$ cat src/rtl/i2c_reg_bank.sv
// I2C slave serving NUM_CH read-back channels with coherent snapshots
// and a 16-bit master-write path to the fabric.
module i2c_reg_bank_dg #(
  parameter int unsigned DG_LEN = 4
) (
  input  logic CLK,
  input  logic reset,
  input  logic d,
  output logic q
);
  localparam int unsigned CW = (DG_LEN > 1) ? $clog2(DG_LEN) : 1;

  logic [1:0]    sync;
  logic [CW-1:0] cnt;

  always_ff @(posedge CLK or posedge reset) begin
    if (reset) begin
      sync <= 2'b11;
      q    <= 1'b1;
      cnt  <= '0;
    end else begin
      sync <= {sync[0], d};
      if (sync[1] != q) begin
        if (cnt == CW'(DG_LEN - 1)) begin
          q   <= sync[1];
          cnt <= '0;
        end else begin
          cnt <= cnt + 1'b1;
        end
      end else begin
        cnt <= '0;
      end
    end
  end
endmodule

module i2c_reg_bank #(
  parameter logic [6:0]  BASE_ADDR = 7'h15,
  parameter int unsigned NUM_CH    = 4,
  parameter int unsigned DATA_W    = 12,
  parameter int unsigned DG_LEN    = 4
) (
  input  logic                     CLK,
  input  logic                     reset,
  input  logic                     scl_i,
  input  logic                     sda_i,
  output logic                     sda_oe,
  input  logic [NUM_CH*DATA_W-1:0] ch_data,
  output logic [15:0]              wr_data,
  output logic [3:0]               wr_addr,
  output logic                     wr_strobe,
  output logic                     busy
);
  typedef enum logic [3:0] {
    IDLE, ADDR, ACK_A,
    TX_HI, MACK_HI, TX_LO, MACK_LO,
    RX_HI, SACK_HI, RX_LO, SACK_LO,
    WAIT
  } state_t;

  state_t      state;
  logic        dg_scl, dg_sda;
  logic        scl_d, sda_d;
  logic [2:0]  bit_cnt;
  logic [6:0]  rx_sh;
  logic [15:0] tx_sh;
  logic [7:0]  hi_byte;
  logic [3:0]  idx;
  logic        rw;
  logic        phase;
  logic        mack;
  logic [15:0] chan [16];

  i2c_reg_bank_dg #(.DG_LEN(DG_LEN)) u_dg_scl (
    .CLK(CLK), .reset(reset), .d(scl_i), .q(dg_scl)
  );
  i2c_reg_bank_dg #(.DG_LEN(DG_LEN)) u_dg_sda (
    .CLK(CLK), .reset(reset), .d(sda_i), .q(dg_sda)
  );

  for (genvar k = 0; k < 16; k++) begin : g_ch
    if (k < NUM_CH) begin : g_on
      assign chan[k] = 16'(ch_data[k*DATA_W +: DATA_W]);
    end else begin : g_off
      assign chan[k] = '0;
    end
  end

  logic       scl_rise, scl_fall;
  logic       start_c, stop_c;
  logic [7:0] rx_byte;
  logic [7:0] off;
  logic       hit;

  assign scl_rise = dg_scl & ~scl_d;
  assign scl_fall = ~dg_scl & scl_d;
  assign start_c  = ~dg_sda & sda_d & dg_scl;
  assign stop_c   = dg_sda & ~sda_d & dg_scl;
  assign rx_byte  = {rx_sh, dg_sda};
  // Wrap-around subtraction makes addresses below BASE_ADDR miss too
  assign off = {1'b0, rx_sh} - {1'b0, BASE_ADDR};
  assign hit = (off < 8'(NUM_CH)) && (rx_sh != 7'd0);

  always_ff @(posedge CLK or posedge reset) begin
    if (reset) begin
      state     <= IDLE;
      scl_d     <= 1'b1;
      sda_d     <= 1'b1;
      sda_oe    <= 1'b0;
      wr_data   <= '0;
      wr_addr   <= '0;
      wr_strobe <= 1'b0;
      busy      <= 1'b0;
      bit_cnt   <= '0;
      rx_sh     <= '0;
      tx_sh     <= '0;
      hi_byte   <= '0;
      idx       <= '0;
      rw        <= 1'b0;
      phase     <= 1'b0;
      mack      <= 1'b0;
    end else begin
      scl_d     <= dg_scl;
      sda_d     <= dg_sda;
      wr_strobe <= 1'b0;
      if (stop_c) begin
        state  <= IDLE;
        sda_oe <= 1'b0;
        busy   <= 1'b0;
      end else if (start_c) begin
        state   <= ADDR;
        sda_oe  <= 1'b0;
        busy    <= 1'b1;
        bit_cnt <= '0;
      end else begin
        unique case (state)
          ADDR: if (scl_rise) begin
            rx_sh   <= rx_byte[6:0];
            bit_cnt <= bit_cnt + 1'b1;
            if (bit_cnt == 3'd7) begin
              if (hit) begin
                idx   <= off[3:0];
                rw    <= dg_sda;
                phase <= 1'b0;
                state <= ACK_A;
                if (dg_sda) tx_sh <= chan[off[3:0]];
              end else begin
                state <= WAIT;
              end
            end
          end
          ACK_A: if (scl_fall) begin
            if (!phase) begin
              sda_oe <= 1'b1;
              phase  <= 1'b1;
            end else begin
              bit_cnt <= '0;
              if (rw) begin
                sda_oe <= ~tx_sh[15];
                state  <= TX_HI;
              end else begin
                sda_oe <= 1'b0;
                state  <= RX_HI;
              end
            end
          end
          TX_HI, TX_LO: if (scl_fall) begin
            bit_cnt <= bit_cnt + 1'b1;
            tx_sh   <= tx_sh << 1;
            if (bit_cnt == 3'd7) begin
              sda_oe <= 1'b0;
              state  <= (state == TX_HI) ? MACK_HI : MACK_LO;
            end else begin
              sda_oe <= ~tx_sh[14];
            end
          end
          MACK_HI: begin
            if (scl_rise) begin
              mack <= ~dg_sda;
            end else if (scl_fall) begin
              bit_cnt <= '0;
              if (mack) begin
                sda_oe <= ~tx_sh[15];
                state  <= TX_LO;
              end else begin
                state <= WAIT;
              end
            end
          end
          MACK_LO: if (scl_fall) state <= WAIT;
          RX_HI, RX_LO: if (scl_rise) begin
            rx_sh   <= rx_byte[6:0];
            bit_cnt <= bit_cnt + 1'b1;
            if (bit_cnt == 3'd7) begin
              phase <= 1'b0;
              if (state == RX_HI) begin
                hi_byte <= rx_byte;
                state   <= SACK_HI;
              end else begin
                wr_data   <= {hi_byte, rx_byte};
                wr_addr   <= idx;
                wr_strobe <= 1'b1;
                state     <= SACK_LO;
              end
            end
          end
          SACK_HI, SACK_LO: if (scl_fall) begin
            if (!phase) begin
              sda_oe <= 1'b1;
              phase  <= 1'b1;
            end else begin
              sda_oe  <= 1'b0;
              bit_cnt <= '0;
              state   <= (state == SACK_HI) ? RX_LO : WAIT;
            end
          end
          default: ;
        endcase
      end
    end
  end
endmodule

$ cat config.mk
export PLATFORM = sky130hd
export DESIGN_NAME = i2c_reg_bank
export DESIGN_NICKNAME = d
export VERILOG_FILES = /design/src/rtl/i2c_reg_bank.sv
export SDC_FILE = /design/constraint.sdc
export NUM_CORES = 1
export LEC_CHECK = 0
export ABC_AREA = 0
export CAP_MARGIN = 20
export CELL_PAD_IN_SITES_DETAIL_PLACEMENT = 0
export CELL_PAD_IN_SITES_GLOBAL_PLACEMENT = 1
export CORE_ASPECT_RATIO = 1.5
export CORE_MARGIN = 3
export CORE_UTILIZATION = 37
export DETAILED_ROUTE_END_ITERATION = 16
export PLACE_DENSITY_LB_ADDON = 0.1
export SYNTH_ARGS = -nofsm -noshare
export SYNTH_HDL_FRONTEND = slang
export SYNTH_SLANG_ARGS = --single-unit
$ cat constraint.sdc
create_clock -name CLK -period 2.65 [get_ports CLK]
set_clock_uncertainty 0.1 [all_clocks]
set_input_delay 0.3975 -clock CLK [delete_from_list [all_inputs] [get_ports CLK]]
set_output_delay 0.3975 -clock CLK [all_outputs]
set_load 0.005 [all_outputs]
[After elaboration in Yosys (flattened, before gate mapping)]
Cells that the tools add are included.
Word-level totals
  register bits after elaboration: 80
  bits of input ports: 52
  output and inout port bits: 23
  logic and storage cells: 183
Cells by class
  $add $sub $neg: 4
  $lt $le $gt $ge: 2
  equality and inequality tests: 43
  multiplexer cells: 71
  bitwise gates (word level): 16
  reductions and logical operators: 25
Operator list (number)
  $mux 16: 7
  $mux 4: 17
  $bmux 16 s4: 1
  $ne 4x4->1 const B: 14
  $pmux 16 s2: 1
  $pmux 4 s7: 1
  $mux 1: 26
  $mux 3: 8
  $reduce_and 6->1: 3
  $eq 4x3->1 const B: 4
  $reduce_and 8->1: 2
  $mux 2: 7
  $reduce_and 14->1: 1
  $eq 4x4->1 const B: 3
  $ne 2x2->1 const B: 6
  $pmux 3 s4: 1
  $ne 3x1->1 const B: 3
  $ne 3x3->1 const B: 3
  $not 1->1: 9
  $reduce_and 9->1: 1
  $reduce_bool 9->1: 1
  $eq 4x2->1 const B: 2
  $lt 8x3->1 const B: 1
  $reduce_and 4->1: 2
  23 further kinds: 37

[Depth between registers and ports, before layout]
Gate-level depths: netlist of run 1.
  depth in word-level cells: 10
  gate-level depth with buffers: 12
  mapped depth without buffers: 9

[Hierarchy]
From an unflattened synthesis of run 1, not the netlist that was laid out.
Unflattened totals
  cell total of the unflattened synthesis: 383
  area total of the unflattened synthesis: 4284.1 um^2
Modules (own cells, without submodules)
  i2c_reg_bank: times used 1, cells each 361, area each 3921.3 um^2, sequential area each 1754.2 um^2
  i2c_reg_bank_dg: times used 2, cells each 11, area each 181.4 um^2, sequential area each 128.9 um^2

[Worst setup path before layout of run 1]
Ideal clock, no wire load.
  path type: reg-to-reg
  start: register rx_sh[0]
  end: register tx_sh[1]
  setup time: 0.120 ns
  arrival: 2.442 ns
  data required time: 2.430 ns
  setup slack: -0.012 ns
  cell stages (with the launch flop): 13
  path buffers: 3
  clock period less this slack: 2.662 ns
  cells stage by stage: dfrtp_1 buf_6 buf_1 inv_1 ha_1 and2b_1 o2111ai_1 a31o_2 o21bai_4 nand2_2 buf_6 nand2_1 o21ai_2
On the way
  longest elaborated chain between the ends: 10
  elaborated cells between the ends (all ways): 15
  those cells by class: add/sub (1); order compare (1); eq/ne (1); mux (8); bitwise (1); reduce/logical (3)
Ends and longest elaborated chain
  start: declaration: RTL line 65  | logic [6:0] rx_sh;
  start signal: assignment: RTL line 138  | rx_sh <= rx_byte[6:0];
  start signal: assignment: RTL line 192  | rx_sh <= rx_byte[6:0];
  $sub 7x5->8 (*): RTL line 101  | assign off = {1'b0, rx_sh} - {1'b0, BASE_ADDR};
  net off[0]: RTL line 92  | logic [7:0] off;
  $not 4->5 (not written as such): RTL line 146  | if (dg_sda) tx_sh <= chan[off[3:0]];
  $bmux 16 s4: RTL line 146
  $mux 16 (not written as such) (2 in a row): RTL line 146
  $mux 16: RTL line 146
  $mux 16: RTL line 141  | if (hit) begin
  $mux 16: RTL line 140  | if (bit_cnt == 3'd7) begin
  $mux 16: RTL line 137  | ADDR: if (scl_rise) begin
  $pmux 16 s2: RTL line 136  | unique case (state)
  end signal: assignment: RTL line 146
  end signal: assignment: RTL line 169  | tx_sh <= tx_sh << 1;
  end: declaration: RTL line 66  | logic [15:0] tx_sh;
Mark *: on every way through the listed nets, which the timed path passes. The rest lies on a longest branch. The select of a mux whose other input is x is not followed.
A chain may end at the register's enable or synchronous reset.

[Worst setup path in the final report of run 1]
  start: register rx_sh[1]
  end: register tx_sh[10]
On the way
  longest elaborated chain between the ends: 10
  elaborated cells between the ends (all ways): 15
  those cells by class: add/sub (1); order compare (1); eq/ne (1); mux (8); bitwise (1); reduce/logical (3)
Ends and longest elaborated chain (RTL line)
  $sub 7x5->8: 101
  $not 4->5 (not written as such): 146
  $bmux 16 s4: 146
  $mux 16 (not written as such) (2 in a row): 146
  $mux 16: 146
  $mux 16: 141
  $mux 16: 140
  $mux 16: 137
  $pmux 16 s2: 136
Parallel ways exist; a longest one is shown, timed or not. The select of a mux whose other input is x is not followed.

==> flow_metrics.env, run 1 <==
export IMPL_fin_ws_ns=0.274
export IMPL_core_um2=10800
export IMPL_finalSetupTns_ns=0
export IMPL_cts_hold_buf=0
export IMPL_antenna_found_initial=0
export IMPL_critPathKind="reg2reg"
export IMPL_via_count=3228
export IMPL_ios=75
export IMPL_slew_viol_final=0
export IMPL_grt_pass1_wl_mm=16.9
export IMPL_dp_hpwl_mm=7.21
export IMPL_final_cells=633
export IMPL_wire_per_inst_um=16.0
export IMPL_grt_ovfl_total=0
export IMPL_p_clk_share_pct=27.6
export IMPL_synth_edff_count=0
export IMPL_rsz0062_at_grt="false"
export IMPL_wl_mm=10.1
export IMPL_track_usage_pct=17.2
export IMPL_internal_power_uw=3050
export IMPL_hold_violations=0
export IMPL_synthToLayoutAreaGrowth_pct=28.6
export IMPL_synthFlopType="dfrtp_1"
export IMPL_relSlewSlack_pct=57.3
export IMPL_cts_resized=0
export IMPL_cts_made_buffers=9
export IMPL_finalSetupViolations=0
export IMPL_rows=46
export IMPL_syn_inst=412
export IMPL_ys_ff_latch=80
export IMPL_io_buffers=74
export IMPL_ys_warn_count=0
export IMPL_cts_max_path_buffers=2
export IMPL_p_switching_uw=1670
export IMPL_ant_nets=0
export IMPL_switching_share_pct=35.4
export IMPL_ir_worst_vdd_v=0.000392
export IMPL_n_antenna_cell=0
export IMPL_drv_cap=0
export IMPL_avgSynthCellArea_um2=10.1
export IMPL_cts_tree="yes"
export IMPL_leakage_uw=0.00229
export IMPL_postCtsSetupBuffers=0
export IMPL_post_route_min_period_ns=2.38
export IMPL_pwr_share_comb_pct=36.7
export IMPL_min_path_cells=0
export IMPL_root_buffer="clkbuf_16"
export IMPL_ys_types=61
export IMPL_start_util_pct=38.6
export IMPL_avgViaCountPerCell=5.10
export IMPL_fmax_mhz=421
export IMPL_place_area_um2=5050
export IMPL_syn_nets=469
export IMPL_grt_pass1_vias=3274
export IMPL_required_ns=2.77
export IMPL_drt_iter0_markers=219
export IMPL_clk_pin_slew_ns=0.06
export IMPL_die_h_um=136
export IMPL_drc_errors=0
export IMPL_fin_crit_sh_pct=89.7
export IMPL_dp_cells=617
export IMPL_crit_path_end_kind="flop"
export IMPL_cp_arrival_ns=2.50
export IMPL_drive_gt1_share_pct=18.0
export IMPL_run_status="complete, no violations"
export IMPL_clock_sinks=80
export IMPL_n_fill_cell=1055
export IMPL_post_place_ws_ns=0.272
export IMPL_clk_latency_ns=0.34
export IMPL_finalWeightedCongestion=0.855
export IMPL_h_tree_depth=3
export IMPL_fin_nets=541
export IMPL_die_w_um=92.7
export IMPL_p_per_area_nw_per_um2=880
export IMPL_p_seq_share_pct=35.7
export IMPL_critPathMaxFanout=32
export IMPL_finalInstanceArea_um2=5370
export IMPL_syn_area_um2=4170
export IMPL_drt_pass1_iterations=4
export IMPL_tightest_slew_ns=0.641
export IMPL_r2r_cells=10
export IMPL_seq_area_frac_synth_pct=48.2
export IMPL_grt_max_degree=81
export IMPL_die_area_um2=12600
export IMPL_hold_path_class="reg2reg"
export IMPL_ys_async_sr_fraction_pct=100
export IMPL_crit_path_start_kind="flop"
[layout by cell type (no fill, tap or decap), types with 2 or more instances in the layout]
| cell type | Yosys | layout |
|---|---|---|
| nand2_1 | 90 | 90 |
| clkdlybuf4s50_1 | 0 | 74 |
| dfrtp_1 | 72 | 72 |
| o21ai_0 | 26 | 26 |
| nor2_1 | 18 | 18 |
| a21oi_1 | 16 | 16 |
| inv_1 | 15 | 14 |
| o21ai_2 | 14 | 14 |
| a22oi_1 | 13 | 13 |
| mux4_2 | 12 | 12 |
| buf_4 | 3 | 12 |
| nor2b_1 | 10 | 10 |
| mux2_2 | 10 | 10 |
| clkbuf_16 | 0 | 9 |
| dfstp_2 | 8 | 8 |
| nor3_1 | 7 | 7 |
| o21ai_1 | 5 | 5 |
| ha_1 | 5 | 5 |
| or3_1 | 4 | 4 |
| nand3b_1 | 4 | 4 |
| o22ai_1 | 3 | 3 |
| nand2b_1 | 3 | 3 |
| nand3_1 | 3 | 3 |
| o2111ai_1 | 3 | 3 |
| mux2i_1 | 3 | 3 |
| a31oi_1 | 3 | 3 |
| nor2b_2 | 2 | 2 |
| xor2_1 | 2 | 2 |
| and2b_1 | 2 | 2 |
| nand4_1 | 2 | 2 |
| and2_1 | 2 | 2 |
| nor3_4 | 2 | 2 |
| xnor2_1 | 2 | 2 |
| clkbuf_8 | 2 | 2 |
| clkinv_4 | 0 | 2 |
| buf_12 | 0 | 2 |
[synthesized netlist by cell type (7+ instances only)]
library cell / n / share of area [%]
mux4_2: 12 / 6.5
a21oi_1: 16 / 1.9
nor2_1: 18 / 1.6
o21ai_2: 14 / 2.9
mux2_2: 10 / 2.7
dfstp_2: 8 / 5.0
dfrtp_1: 72 / 43
buf_2: 7 / 0.84
clkbuf_1: 9 / 0.81
nand2_1: 90 / 8.1
nor2b_1: 10 / 1.5
nor3_1: 7 / 0.84
inv_1: 15 / 1.3
o21ai_0: 26 / 3.1
a22oi_1: 13 / 2.3
[per-stage QoR]
stage                     total power (uW)  util, %  hold WS [ns]
after CTS                             4790     49.6         0.260
after floorplan                       2970        -         0.245
after global placement                3440     46.7         0.246
after global routing                  5060     49.6         0.263
after detailed placement              3460     46.7         0.250
final                                 4720     49.6         0.258
[cell families (layout without fill, tap and decap cells)]
logic type      Yosys count  count (layout)  synth area share, %
fa+ha+maj                 5               5                 1.50
mux                      25              25                 9.89
compound gates           96              96                 15.6
xor+xnor                  4               4                0.839
flops                    80              80                 48.2
simple gates            159             159                 18.3
buf+inv                  43             120                 5.67
[path summary, 6_finish.rpt]
kind / start / endpoint / slack (ns)
worst max-delay path: rx_sh[1]$_DFFE_PP0P_ / tx_sh[10]$_DFFE_PP0P_ / 0.27
worst min register to register: u_dg_sda.sync[0]$_DFF_PP1_ / u_dg_sda.sync[1]$_DFF_PP1_ / 0.26
worst min-delay path: u_dg_sda.sync[0]$_DFF_PP1_ / u_dg_sda.sync[1]$_DFF_PP1_ / 0.26
max in group asynchronous: reset / scl_d$_DFF_PP1_ / 1.74
min in group asynchronous: reset / u_dg_scl.cnt[1]$_DFF_PP0_ / 0.35
worst max register to register: rx_sh[1]$_DFFE_PP0P_ / tx_sh[10]$_DFFE_PP0P_ / 0.27
[power groups by stage]
stage	Combinational (uW)	Clock (uW)	Sequential, uW
2_1_floorplan	1390	0	1580
3_3_place_gp	1730	0	1700
3_5_place_dp	1750	0	1710
4_1_cts	1750	1350	1690
5_1_grt	1940	1390	1730
6_report	1730	1300	1690
[flip-flops by register name (all words and copies together), names as in the netlist, 2 cells and up]
register,count
tx_sh,16
wr_data,16
hi_byte,8
rx_sh,7
idx,4
state,4
wr_addr,4
bit_cnt,3
u_dg_scl.cnt,2
u_dg_scl.sync,2
u_dg_sda.cnt,2
u_dg_sda.sync,2
[layout make-up]
class                           count  area (um^2)  area share, %
Sequential cell                    80         2010           37.5
Multi-Input combinational cell    289         1930           35.9
Timing Repair Buffer               88          871           16.2
Clock buffer                       11          253           4.71
Tap cell                          144          180           3.36
Clock inverter                      5         63.8           1.19
Inverter                           16         61.3           1.14
[routing by layer]
metal	vias up	part of all wire [%]	GRT usage [%]
met5	-	0	0
met2	71	51	28.0
li1	1586	-	-
met3	17	3.5	3.16
met4	0	2.0	7.25
met1	1554	44	22.4
[critical path, stage by stage (launching register included)]
cell	delay, ns
dfrtp_1	0.42
inv_1	0.12
ha_1	0.20
and2b_1	0.22
or3b_1	0.36
a31o_2	0.28
o21bai_4	0.14
nand2_2	0.08
buf_12	0.19
nand2_1	0.09
o21ai_2	0.05
No activity file was read; power rests on OpenSTA's default activity.
==> run 2, diff against run 1 <==
- CORE_UTILIZATION: 37 -> 44
- clock period: 2.65 -> 2.8 ns (I/O delays scaled with it)
==> run 2 against run 1 <==
  * Sequential power decreased by 5%
  * Die area decreased by 15%
  * Critical path depth unchanged
  * Sequential share of layout area increased by 0.69 points
  * Fmax decreased by 3.3%
  * Core utilization increased by 8.7 points
  * Routed wire length decreased by 4.6%
  * Clock-buffer cell count decreased by 1
  * Via count decreased by 0.34%
  * First-iteration DRC count decreased by 2.7%
  * Hold slack got worse by 0.0033 ns
  * Non-clock buffer count unchanged
  * Largest power group is now sequential cells
==> flow_metrics.env, run 2 (synthesis gave the netlist of run 1 again) <==
export IMPL_worstHoldStart="u_dg_sda.sync[0]$_DFF_PP1_"
export IMPL_clk_pin_slew_ns=0.06
export IMPL_final_cell_mix="nand2_1, clkdlybuf4s50_1, dfrtp_1, o21ai_0, nor2_1"
export IMPL_fmax_mhz=407
export IMPL_rows=42
export IMPL_die_area_um2=10700
export IMPL_crit_chain="inv_1 > ha_1 > and2b_1 > or3b_1 > a31o_2 > o21bai_4 > nand2_2 > buf_4 > nand2_1 > o21ai_2"
export IMPL_grt_ovfl_total=0
export IMPL_final_common_cell="nand2_1"
export IMPL_postCtsSetupBuffers=0
export IMPL_ir_worst_vdd_v=0.000471
export IMPL_cts_hold_buf=0
export IMPL_dp_hpwl_mm=7.07
export IMPL_slowest_delay_ns=0.42
export IMPL_ant_nets=0
export IMPL_crit_path_end_kind="flop"
export IMPL_critPathKind="reg2reg"
export IMPL_critPathMaxFanout=32
export IMPL_min_to="u_dg_sda.sync[1]$_DFF_PP1_"
export IMPL_post_route_min_period_ns=2.46
export IMPL_critical_path_top_delay_family="simple AND/OR/NAND/NOR gates"
export IMPL_avgViaCountPerCell=5.37
export IMPL_fin_crit_sh_pct=87.7
export IMPL_crit_path_start_kind="flop"
export IMPL_grt_max_degree=33
export IMPL_slew_viol_final=0
export IMPL_cp_arrival_ns=2.57
export IMPL_n_antenna_cell=0
export IMPL_required_ns=2.91
export IMPL_wire_per_inst_um=16.1
export IMPL_drive_gt1_share_pct=17.8
export IMPL_n_fill_cell=820
export IMPL_die_w_um=85.5
export IMPL_hold_violations=0
export IMPL_grt_pass1_vias=3330
export IMPL_r2r_cells=10
export IMPL_run_status="complete, no violations"
export IMPL_total_power_uw=4270
export IMPL_synthToLayoutAreaGrowth_pct=26.3
export IMPL_root_buffer="clkbuf_16"
export IMPL_die_h_um=125
export IMPL_track_usage_pct=19.0
export IMPL_core_um2=9040
export IMPL_cts_made_buffers=9
export IMPL_hold_path_class="reg2reg"
export IMPL_crit_path_top_delay_cell="dfrtp_1"
export IMPL_clk_latency_ns=0.34
export IMPL_cts_resized=0
export IMPL_start_util_pct=46.2
export IMPL_antenna_found_initial=0
export IMPL_ios=75
export IMPL_relSlewSlack_pct=59.5
export IMPL_cts_tree="yes"
export IMPL_worstReg2RegStart="rx_sh[1]$_DFFE_PP0P_"
export IMPL_wl_mm=9.65
export IMPL_leakage_uw=0.00226
export IMPL_grt_pass1_wl_mm=16.2
export IMPL_finalSetupViolations=0
export IMPL_p_per_area_nw_per_um2=811
export IMPL_top_regs="tx_sh x16, wr_data x16, hi_byte x8"
export IMPL_tightest_slew_ns=0.607
export IMPL_drt_iter0_markers=213
export IMPL_rsz0062_at_grt="false"
export IMPL_holdWs_ns=0.255
export IMPL_drv_cap=0
export IMPL_finalSetupTns_ns=0
export IMPL_regToRegEndpoint="tx_sh[14]$_DFFE_PP0P_"
export IMPL_finalWeightedCongestion=0.866
export IMPL_io_buffers=74
export IMPL_min_path_cells=0
export IMPL_drc_errors=0
export IMPL_cts_max_path_buffers=2
export IMPL_drt_pass1_iterations=4
export IMPL_path_buf_inv=2
export IMPL_h_tree_depth=3
export IMPL_via_count=3217
export IMPL_fin_nets=541
export IMPL_clock_sinks=80
export IMPL_r2r_slack_ns=0.34
-- run 2: report_power, final --
part / total [uW] / switching, uW / internal [uW]
combinational: 1590 / 836 / 749
sequential: 1610 / 230 / 1380
clock: 1080 / 478 / 603
total: 4270 / 1540 / 2730
-- run 2: how the worst max path moves through the flow --
stage	start	end	slack (ns)	depth (start not counted)
5_1_grt	state[2]$_DFFE_PP0P_	bit_cnt[1]$_DFFE_PP0P_	0.09	7
6_report	rx_sh[1]$_DFFE_PP0P_	tx_sh[14]$_DFFE_PP0P_	0.34	10
3_3_place_gp	rx_sh[1]$_DFFE_PP0P_	tx_sh[0]$_DFFE_PP0P_	0.43	10
4_1_cts	rx_sh[1]$_DFFE_PP0P_	tx_sh[0]$_DFFE_PP0P_	0.33	10
2_1_floorplan	rx_sh[0]$_DFFE_PP0P_	tx_sh[1]$_DFFE_PP0P_	0.14	12
3_5_place_dp	rx_sh[1]$_DFFE_PP0P_	tx_sh[13]$_DFFE_PP0P_	0.34	10
-- run 2: stage by stage --
step / cell area (um^2) / worst slack (ns) / utilization (%) / cells
after floorplan: 4170 / 0.138 / - / 412
after global placement: 4990 / 0.428 / 55.3 / 583
after detailed placement: 4990 / 0.345 / 55.3 / 583
after CTS: 5270 / 0.330 / 58.3 / 599
after global routing: 5270 / 0.0924 / 58.3 / 599
final: 5270 / 0.343 / 58.3 / 599
-- run 2: area by class of cell --
class | instances | area (um^2) | share of cell area (%)
clock buffer | 10 | 229 | 4.34
clock inverter | 6 | 46.3 | 0.878
inverter | 16 | 61.3 | 1.16
multi-input combinational | 289 | 1930 | 36.5
sequential | 80 | 2010 | 38.2
tap | 110 | 138 | 2.61
timing repair buffer | 88 | 858 | 16.3
-- run 2: metal layers --
| layer | wire length [um] | global-route usage [%] |
|---|---|---|
| met2 | 5150 | 32.5 |
| met4 | 172 | 6.90 |
| met3 | 334 | 3.88 |
| met5 | 0 | 0 |
| met1 | 4000 | 23.6 |
